$ cat src/rtl/p2s_tx_ctrl.sv
// Transmit controller for the chat UART 10-bit frame shifter: round-robin pick
// between two character sources, then paced load / baud tick / end-of-frame strobes.
module p2s_tx_ctrl #(
   parameter int CLKS_PER_BIT = 5208,
   parameter int FRAME_BITS   = 10,
   parameter int CNT_W        = 13
) (
   input  logic       clk,
   input  logic       rst,
   input  logic       req0,
   input  logic [7:0] data0,
   input  logic       req1,
   input  logic [7:0] data1,
   output logic       grant0,
   output logic       grant1,
   output logic [7:0] txData,
   output logic       load,
   output logic       transEn,
   output logic       srClock,
   output logic       charSent,
   output logic       busy
);

   localparam int BIT_W = $clog2(FRAME_BITS + 1);
   localparam logic [CNT_W-1:0] BAUD_MAX = CNT_W'(CLKS_PER_BIT - 1);
   localparam logic [BIT_W-1:0] LAST_BIT = BIT_W'(FRAME_BITS - 1);

   typedef enum logic [2:0] {IDLE, LOAD, SHIFT, STOP, DONE} state_t;

   state_t           r_state;
   state_t           w_nextState;
   logic [CNT_W-1:0] r_baudCnt;
   logic [CNT_W-1:0] w_nextBaud;
   logic [BIT_W-1:0] r_bitCnt;
   logic [BIT_W-1:0] w_nextBit;
   logic             r_ptr;
   logic             w_nextPtr;
   logic             w_win;
   logic [7:0]       r_txData;
   logic [7:0]       w_nextTx;
   logic             w_grant0Nxt;
   logic             w_grant1Nxt;
   logic             r_grant0;
   logic             r_grant1;
   logic             r_load;
   logic             r_transEn;
   logic             r_srClock;
   logic             r_charSent;
   logic             r_busy;

   always_comb begin
      w_nextState = r_state;
      w_nextBaud  = r_baudCnt;
      w_nextBit   = r_bitCnt;
      w_nextPtr   = r_ptr;
      w_nextTx    = r_txData;
      w_grant0Nxt = 1'b0;
      w_grant1Nxt = 1'b0;
      // A lone requester always wins; the pointer only breaks ties.
      w_win       = (req0 && req1) ? r_ptr : req1;

      case (r_state)
         IDLE: begin
            if (req0 || req1) begin
               w_nextState = LOAD;
               w_grant0Nxt = ~w_win;
               w_grant1Nxt = w_win;
               w_nextTx    = w_win ? data1 : data0;
               w_nextPtr   = ~w_win;
               w_nextBaud  = '0;
               w_nextBit   = '0;
            end
         end
         LOAD: begin
            w_nextState = SHIFT;
            w_nextBaud  = '0;
            w_nextBit   = '0;
         end
         SHIFT: begin
            if (r_baudCnt == BAUD_MAX) begin
               w_nextBaud = '0;
               w_nextBit  = r_bitCnt + 1'b1;
               if (r_bitCnt == LAST_BIT) begin
                  w_nextState = STOP;
               end
            end else begin
               w_nextBaud = r_baudCnt + 1'b1;
            end
         end
         STOP: begin
            // Hold the stop bit for one full bit time before signalling completion.
            if (r_baudCnt == BAUD_MAX) begin
               w_nextState = DONE;
               w_nextBaud  = '0;
            end else begin
               w_nextBaud = r_baudCnt + 1'b1;
            end
         end
         DONE: begin
            w_nextState = IDLE;
            w_nextBaud  = '0;
            w_nextBit   = '0;
         end
         default: begin
            w_nextState = IDLE;
         end
      endcase
   end

   // Strobes are decoded from the upcoming state so every output comes straight from a flop.
   always_ff @(posedge clk) begin
      if (rst) begin
         r_state    <= IDLE;
         r_baudCnt  <= '0;
         r_bitCnt   <= '0;
         r_ptr      <= 1'b0;
         r_txData   <= '0;
         r_grant0   <= 1'b0;
         r_grant1   <= 1'b0;
         r_load     <= 1'b0;
         r_transEn  <= 1'b0;
         r_srClock  <= 1'b0;
         r_charSent <= 1'b0;
         r_busy     <= 1'b0;
      end else begin
         r_state    <= w_nextState;
         r_baudCnt  <= w_nextBaud;
         r_bitCnt   <= w_nextBit;
         r_ptr      <= w_nextPtr;
         r_txData   <= w_nextTx;
         r_grant0   <= w_grant0Nxt;
         r_grant1   <= w_grant1Nxt;
         r_load     <= (w_nextState == LOAD);
         r_transEn  <= (w_nextState == SHIFT);
         r_srClock  <= (w_nextState == SHIFT) && (w_nextBaud == BAUD_MAX);
         r_charSent <= (w_nextState == DONE);
         r_busy     <= (w_nextState != IDLE);
      end
   end

   assign grant0   = r_grant0;
   assign grant1   = r_grant1;
   assign txData   = r_txData;
   assign load     = r_load;
   assign transEn  = r_transEn;
   assign srClock  = r_srClock;
   assign charSent = r_charSent;
   assign busy     = r_busy;

endmodule
$ cat config.mk
export PLATFORM = sky130hd
export DESIGN_NAME = p2s_tx_ctrl
export DESIGN_NICKNAME = d
export VERILOG_FILES = /design/src/rtl/p2s_tx_ctrl.sv
export SDC_FILE = /design/constraint.sdc
export NUM_CORES = 1
export LEC_CHECK = 0
export CORE_MARGIN = 8
export CORE_UTILIZATION = 30
export DETAILED_ROUTE_END_ITERATION = 8
export PLACE_DENSITY = 0.54
export SLEW_MARGIN = 5
export SYNTH_ARGS = -nofsm -noshare
export SYNTH_HDL_FRONTEND = slang
export SYNTH_SLANG_ARGS = --single-unit
$ cat constraint.sdc
create_clock -name clk -period 2.65 [get_ports clk]
set_input_delay 0.53 -clock clk [delete_from_list [all_inputs] [get_ports clk]]
set_output_delay 0.53 -clock clk [all_outputs]
set_load 0.1 [all_outputs]
==> reports/qor.yml, run 1 <==
cp_data_required_time_ns: 2.86
diodes: 0
grt_pass1_vias: 1678
cts_resized: 0
dp_cells: 343
vias_per_cell: 5.15
cts_buffers: 5
slew_viol_final: 0
rsz0062_at_grt: "false"
fillers: 674
die_y_um: 97.9
area_delta_synth_final_pct: 21.9
yosysUniqueCellTypes: 57
hold_violations: 0
leakagePower_nw: 0.904
dp.final_hpwl_um: 3610
seq_area_frac_synth_pct: 35.8
p_per_area_nw_per_um2: 569
clock_latency_ns: 0.29
yosys.area_share.xor_xnor_pct: 3.05
dr.pass1.iters: 4
end_kind: "flip-flop"
core-area_um2: 6640
crit_path_max_fanout: 7
fin_crit_sh_pct: 86.7
grt_max_degree: 33
synth_fa_ha_area_share_pct: 1.87
status: "complete, no violations"
synth_area_leader_cell: "dfxtp_1"
cts.clk_slew.worst_paths_ns: 0.07
portBuffers: 34
yosysTopAreaCellShare_pct: 35.8
die_x_um: 97.9
setup_tns_ns: 0
wirelength_um: 4990
postRouteAntennaNets: 0
fin_cells: 351
design_area_um2: 2450
netlist_instances: 238
drive_gt1_share_pct: 15.5
synthSimpleGateAreaFrac_pct: 30.0
fin_crit_ns: 2.30
start_util_pct: 30.3
fmax_mhz: 435
rows: 30
dr.first_iter.drc_count: 145
cts_tree: "built"
muxShareOfSynthArea_pct: 3.98
synth_compound_area_share_pct: 19.0
yosysWarnings: 0
grtUsageTotal_pct: 10.9
drcViolationCount: 0
htree_num_levels: 2
cts_hold_buf: 0
synth-async-reset-ratio_pct: 0
dpl_cell_area_um2: 2360
ir_worst_vdd_mv: 0.196
maxSlewHeadroom_pct: 73.1
cp_slowest_cell: "dfxtp_1"
crit_type: "flip-flop to flip-flop"
layout_commonest_cell: "dfxtp_1"
whs_ns: 0.491
tightest_slew_ns: 0.400
hp-class: "flip-flop to flip-flop"
cts-root-buf: "clkbuf_8"
io_pins: 35
gp_congestion: 0.808
fp.dieArea_um2: 9580
vias: 1806
start_kind: "flip-flop"
nNetsFinal: 293
postCtsSetupRepairBufs: 0
max_stage_delay_ns: 0.45
synth_top_family_by_area: "simple AND/OR/NAND/NOR gates"
clockBufferDepth: 2
overflow: 0
synth.ff_latch_count: 36
setup_viol: 0
cts.sinks: 36
path_cells: "ha_1 > nand4_4 > or3_4 > xor2_1 > a211oi_2 > o211ai_1 > nor4_2"
max_cap_violations: 0
layout_common_cells: "dfxtp_1, nor2_1, buf_4, a21oi_1, clkdlybuf4s50_1"
synthFlopType: "dfxtp_1"
clock_skew_ns: 0.00641
synth.net_count: 261
netlist_area_um2: 2010
worst_ep_arrival_time_ns: 2.50
yosys-top-cells-area: "dfxtp_1, nor2_1, a21oi_1"
avgSynthCellArea_um2: 8.45
wl_per_cell_um: 14.2
grt_pass1_wl_um: 8470
antenna_found_initial: 0
synth-edff-count: 0
worst max-delay path, delay by kind of cell, from the launching register on:
family          cells  cell delay, ns
flops               1            0.45
compound gates      2            0.33
xor+xnor            1            0.16
simple gates        3            0.89
fa+ha+maj           1            0.38
metrics by stage:
step                      setup WS (ns)  utilization (%)  power (mW)
final                             0.354             36.9        1.39
after global routing              0.188             36.9        1.47
after CTS                         0.348             36.9        1.42
after detailed placement          0.294             35.5       0.998
after global placement            0.348             35.5       0.998
after floorplan                   0.620                -       0.892
per-layer routing:
metal,track usage [%],share of wire [%]
met5,0,0
met4,5.52,1.8
met3,2.28,2.8
met2,17.8,47
met1,13.2,49
area by class of cell:
type	instances	area, um^2	share of cell area (%)
Inverter	5	18.8	0.765
Clock buffer	7	86.3	3.52
Timing Repair Buffer	41	355	14.5
Multi-Input combinational cell	181	1160	47.4
Sequential cell	36	721	29.4
Clock inverter	1	7.51	0.306
Tap cell	80	100	4.08
Yosys cell counts, drive strengths merged, types with 2 or more instances:
cell type / n
dfxtp: 36
nor2: 31
a21oi: 19
nand2: 16
o21ai: 15
a211oi: 11
buf: 9
mux2i: 8
nand3: 8
nand4: 8
clkbuf: 6
nor4: 6
inv: 5
nor3: 5
or3: 5
nand3b: 4
xor2: 4
and3: 3
ha: 3
nor3b: 3
xnor2: 3
a311oi: 2
a31oi: 2
and2: 2
nand2b: 2
or4: 2
logic make-up (layout without fill, tap and decap cells):
logic type                 Yosys count  after routing
muxes                                8              8
AOI/OAI and AO/OA                   58             58
DFF                                 36             36
xor gates and xnor gates             7              7
and+or+nand+nor                    105            105
adders and majority gates            3              3
buffers and inverters               21             54
state kept, by name, summed over array words and instances (netlist names):
signal	cells
load	1
r_state	3
transEn	1
grant0	1
txData	8
r_bitCnt	4
srClock	1
charSent	1
busy	1
r_baudCnt	13
r_ptr	1
grant1	1
path summary, 6_finish.rpt:
| check | from | end | slack, ns | depth (start not counted) |
|---|---|---|---|---|
| max | r_baudCnt[0] | srClock | 0.35 | 7 |
| min | r_bitCnt[1] | r_bitCnt[1] | 0.49 | 2 |
| max reg2reg | r_baudCnt[0] | srClock | 0.35 | 7 |
| min reg2reg | r_bitCnt[1] | r_bitCnt[1] | 0.49 | 2 |
power by group:
part	total (mW)	internal [mW]	switching [mW]
clock network	0.413	0.211	0.201
registers	0.596	0.572	0.0241
logic	0.386	0.109	0.276
total	1.39	0.893	0.502
(Power assumes the default switching activity.)
==> run 2: changes to the inputs <==
--- a/config.mk
+++ b/config.mk
@@ -8,6 +8,7 @@
 export CORE_MARGIN = 8
 export CORE_UTILIZATION = 30
 export DETAILED_ROUTE_END_ITERATION = 8
+export MAX_ROUTING_LAYER = met4
 export PLACE_DENSITY = 0.54
 export SLEW_MARGIN = 5
 export SYNTH_ARGS = -nofsm -noshare
==> reports/qor.yml, run 2 (synthesis gave the netlist of run 1 again) <==
htree_num_levels: 2
r2r_setup_slack_ns: 0.35
status: "complete, no violations"
fillers: 674
post-route-util_pct: 36.9
hold_violations: 0
grt_max_degree: 33
cts_buffers: 5
clock_skew_ns: 0.00620
start_util_pct: 30.3
postCtsSetupRepairBufs: 0
setup_viol: 0
path_delay_family: "simple AND/OR/NAND/NOR gates"
grt_use_met2_pct: 17.8
grt_pass1_wl_um: 8470
cp.depth: 7
rsz0062_at_grt: "false"
tightest_slew_ns: 0.410
cp_slowest_cell: "dfxtp_1"
cts_hold_buf: 0
crit_path_max_fanout: 7
core-area_um2: 6640
clock_latency_ns: 0.29
dp_cells: 343
area_delta_synth_final_pct: 21.9
worstPathBufferInverterCount: 0
power.total_mw: 1.39
maxSlewHeadroom_pct: 72.5
vias: 1811
dpl_cell_area_um2: 2360
design_area_um2: 2450
antenna_found_initial: 0
grt_pass1_vias: 1674
fin_crit_ns: 2.30
p_seq_share_pct: 42.8
fin_cells: 351
grtUsageTotal_pct: 11.2
cts.sinks: 36
overflow: 0
max_cap_violations: 0
max_stage_delay_ns: 0.45
cts.clk_slew.worst_paths_ns: 0.07
cts-root-buf: "clkbuf_8"
rows: 30
gp_congestion: 0.820
wl_per_cell_um: 14.2
top_register: "r_baudCnt"
drcViolationCount: 0
vias_per_cell: 5.16
portBuffers: 34
p_per_area_nw_per_um2: 568
die_y_um: 97.9
rr_startpoint: "r_baudCnt[0]"
crit_type: "flip-flop to flip-flop"
switching_share_pct: 35.9
wirelength_um: 5000
critPathLaunch: "r_baudCnt[0]"
p_int_uw: 893
busiest_layer: "met2"
worstRegToRegCells: 7
reg2reg_to: "srClock"
layout_common_cells: "dfxtp_1, nor2_1, buf_4, a21oi_1, clkdlybuf4s50_1"
path_cells: "ha_1 > nand4_4 > or3_4 > xor2_1 > a211oi_2 > o211ai_1 > nor4_2"
cts_resized: 0
ir_worst_vdd_mv: 0.197
start_kind: "flip-flop"
worst_ep_arrival_time_ns: 2.50
fin_crit_sh_pct: 86.8
use_met3_pct: 2.28
cts_tree: "built"
drive_gt1_share_pct: 15.5
nNetsFinal: 293
cp_data_required_time_ns: 2.85
fmax_mhz: 435
layout_commonest_cell: "dfxtp_1"
power.switching_uw: 501
slew_viol_final: 0
leakagePower_nw: 0.904
largest_register_ffs: 13
dr.pass1.iters: 4
clkPwrFrac_pct: 29.5
dr.first_iter.drc_count: 163
die_x_um: 97.9
end_kind: "flip-flop"
hp-class: "flip-flop to flip-flop"
fp.dieArea_um2: 9580
dp.final_hpwl_um: 3610
postRouteAntennaNets: 0
io_pins: 35
clockBufferDepth: 2
whs_ns: 0.495
power_frac_comb_pct: 27.7
endpoint: "srClock"
diodes: 0
worst_slack_ns: 0.349
setup_tns_ns: 0
post-place-ws_ns: 0.294
grt_use_met1_pct: 13.2
[run 2: cell counts in the layout (fill, tap and decap cells not counted)]
No cell type changed its count.
[run 2: cell type report]
type | instances | area (um^2) | area share [%]
Timing Repair Buffer | 41 | 355 | 14.5
Tap cell | 80 | 100 | 4.08
Clock inverter | 1 | 7.51 | 0.306
Sequential cell | 36 | 721 | 29.4
Clock buffer | 7 | 86.3 | 3.52
Inverter | 5 | 18.8 | 0.765
Multi-Input combinational cell | 181 | 1160 | 47.4
[run 2: how the worst min path moves through the flow]
stage,from,to,cells after the start
after floorplan,r_bitCnt[1],r_bitCnt[1],2
after global placement,r_bitCnt[1],r_bitCnt[1],2
after detailed placement,r_bitCnt[1],r_bitCnt[1],2
after CTS,r_bitCnt[1],r_bitCnt[1],2
after global routing,r_bitCnt[1],r_bitCnt[1],2
final,r_bitCnt[1],r_bitCnt[1],2
[run 2: power by group through the flow]
stage,registers [mW],logic [mW],clock network [mW]
floorplan,0.766,0.126,0
global placement,0.608,0.390,0
detailed placement,0.609,0.389,0
CTS,0.596,0.390,0.433
global route,0.602,0.409,0.454
finish,0.596,0.386,0.411
[run 2: worst reg2reg max path, delay by kind of cell, from the launching register on]
kind / cells / cell delay, ns
DFF: 1 / 0.45
xor gates and xnor gates: 1 / 0.16
and+or+nand+nor: 3 / 0.90
adders and majority gates: 1 / 0.38
AOI/OAI and AO/OA: 2 / 0.33
[run 2: per-layer routing]
metal	share of wire, %	vias up	wire length (um)
li1	-	932	-
met1	49	848	2430
met2	47	27	2370
met3	2.7	4	134
met4	1.3	0	63
met5	0	-	0
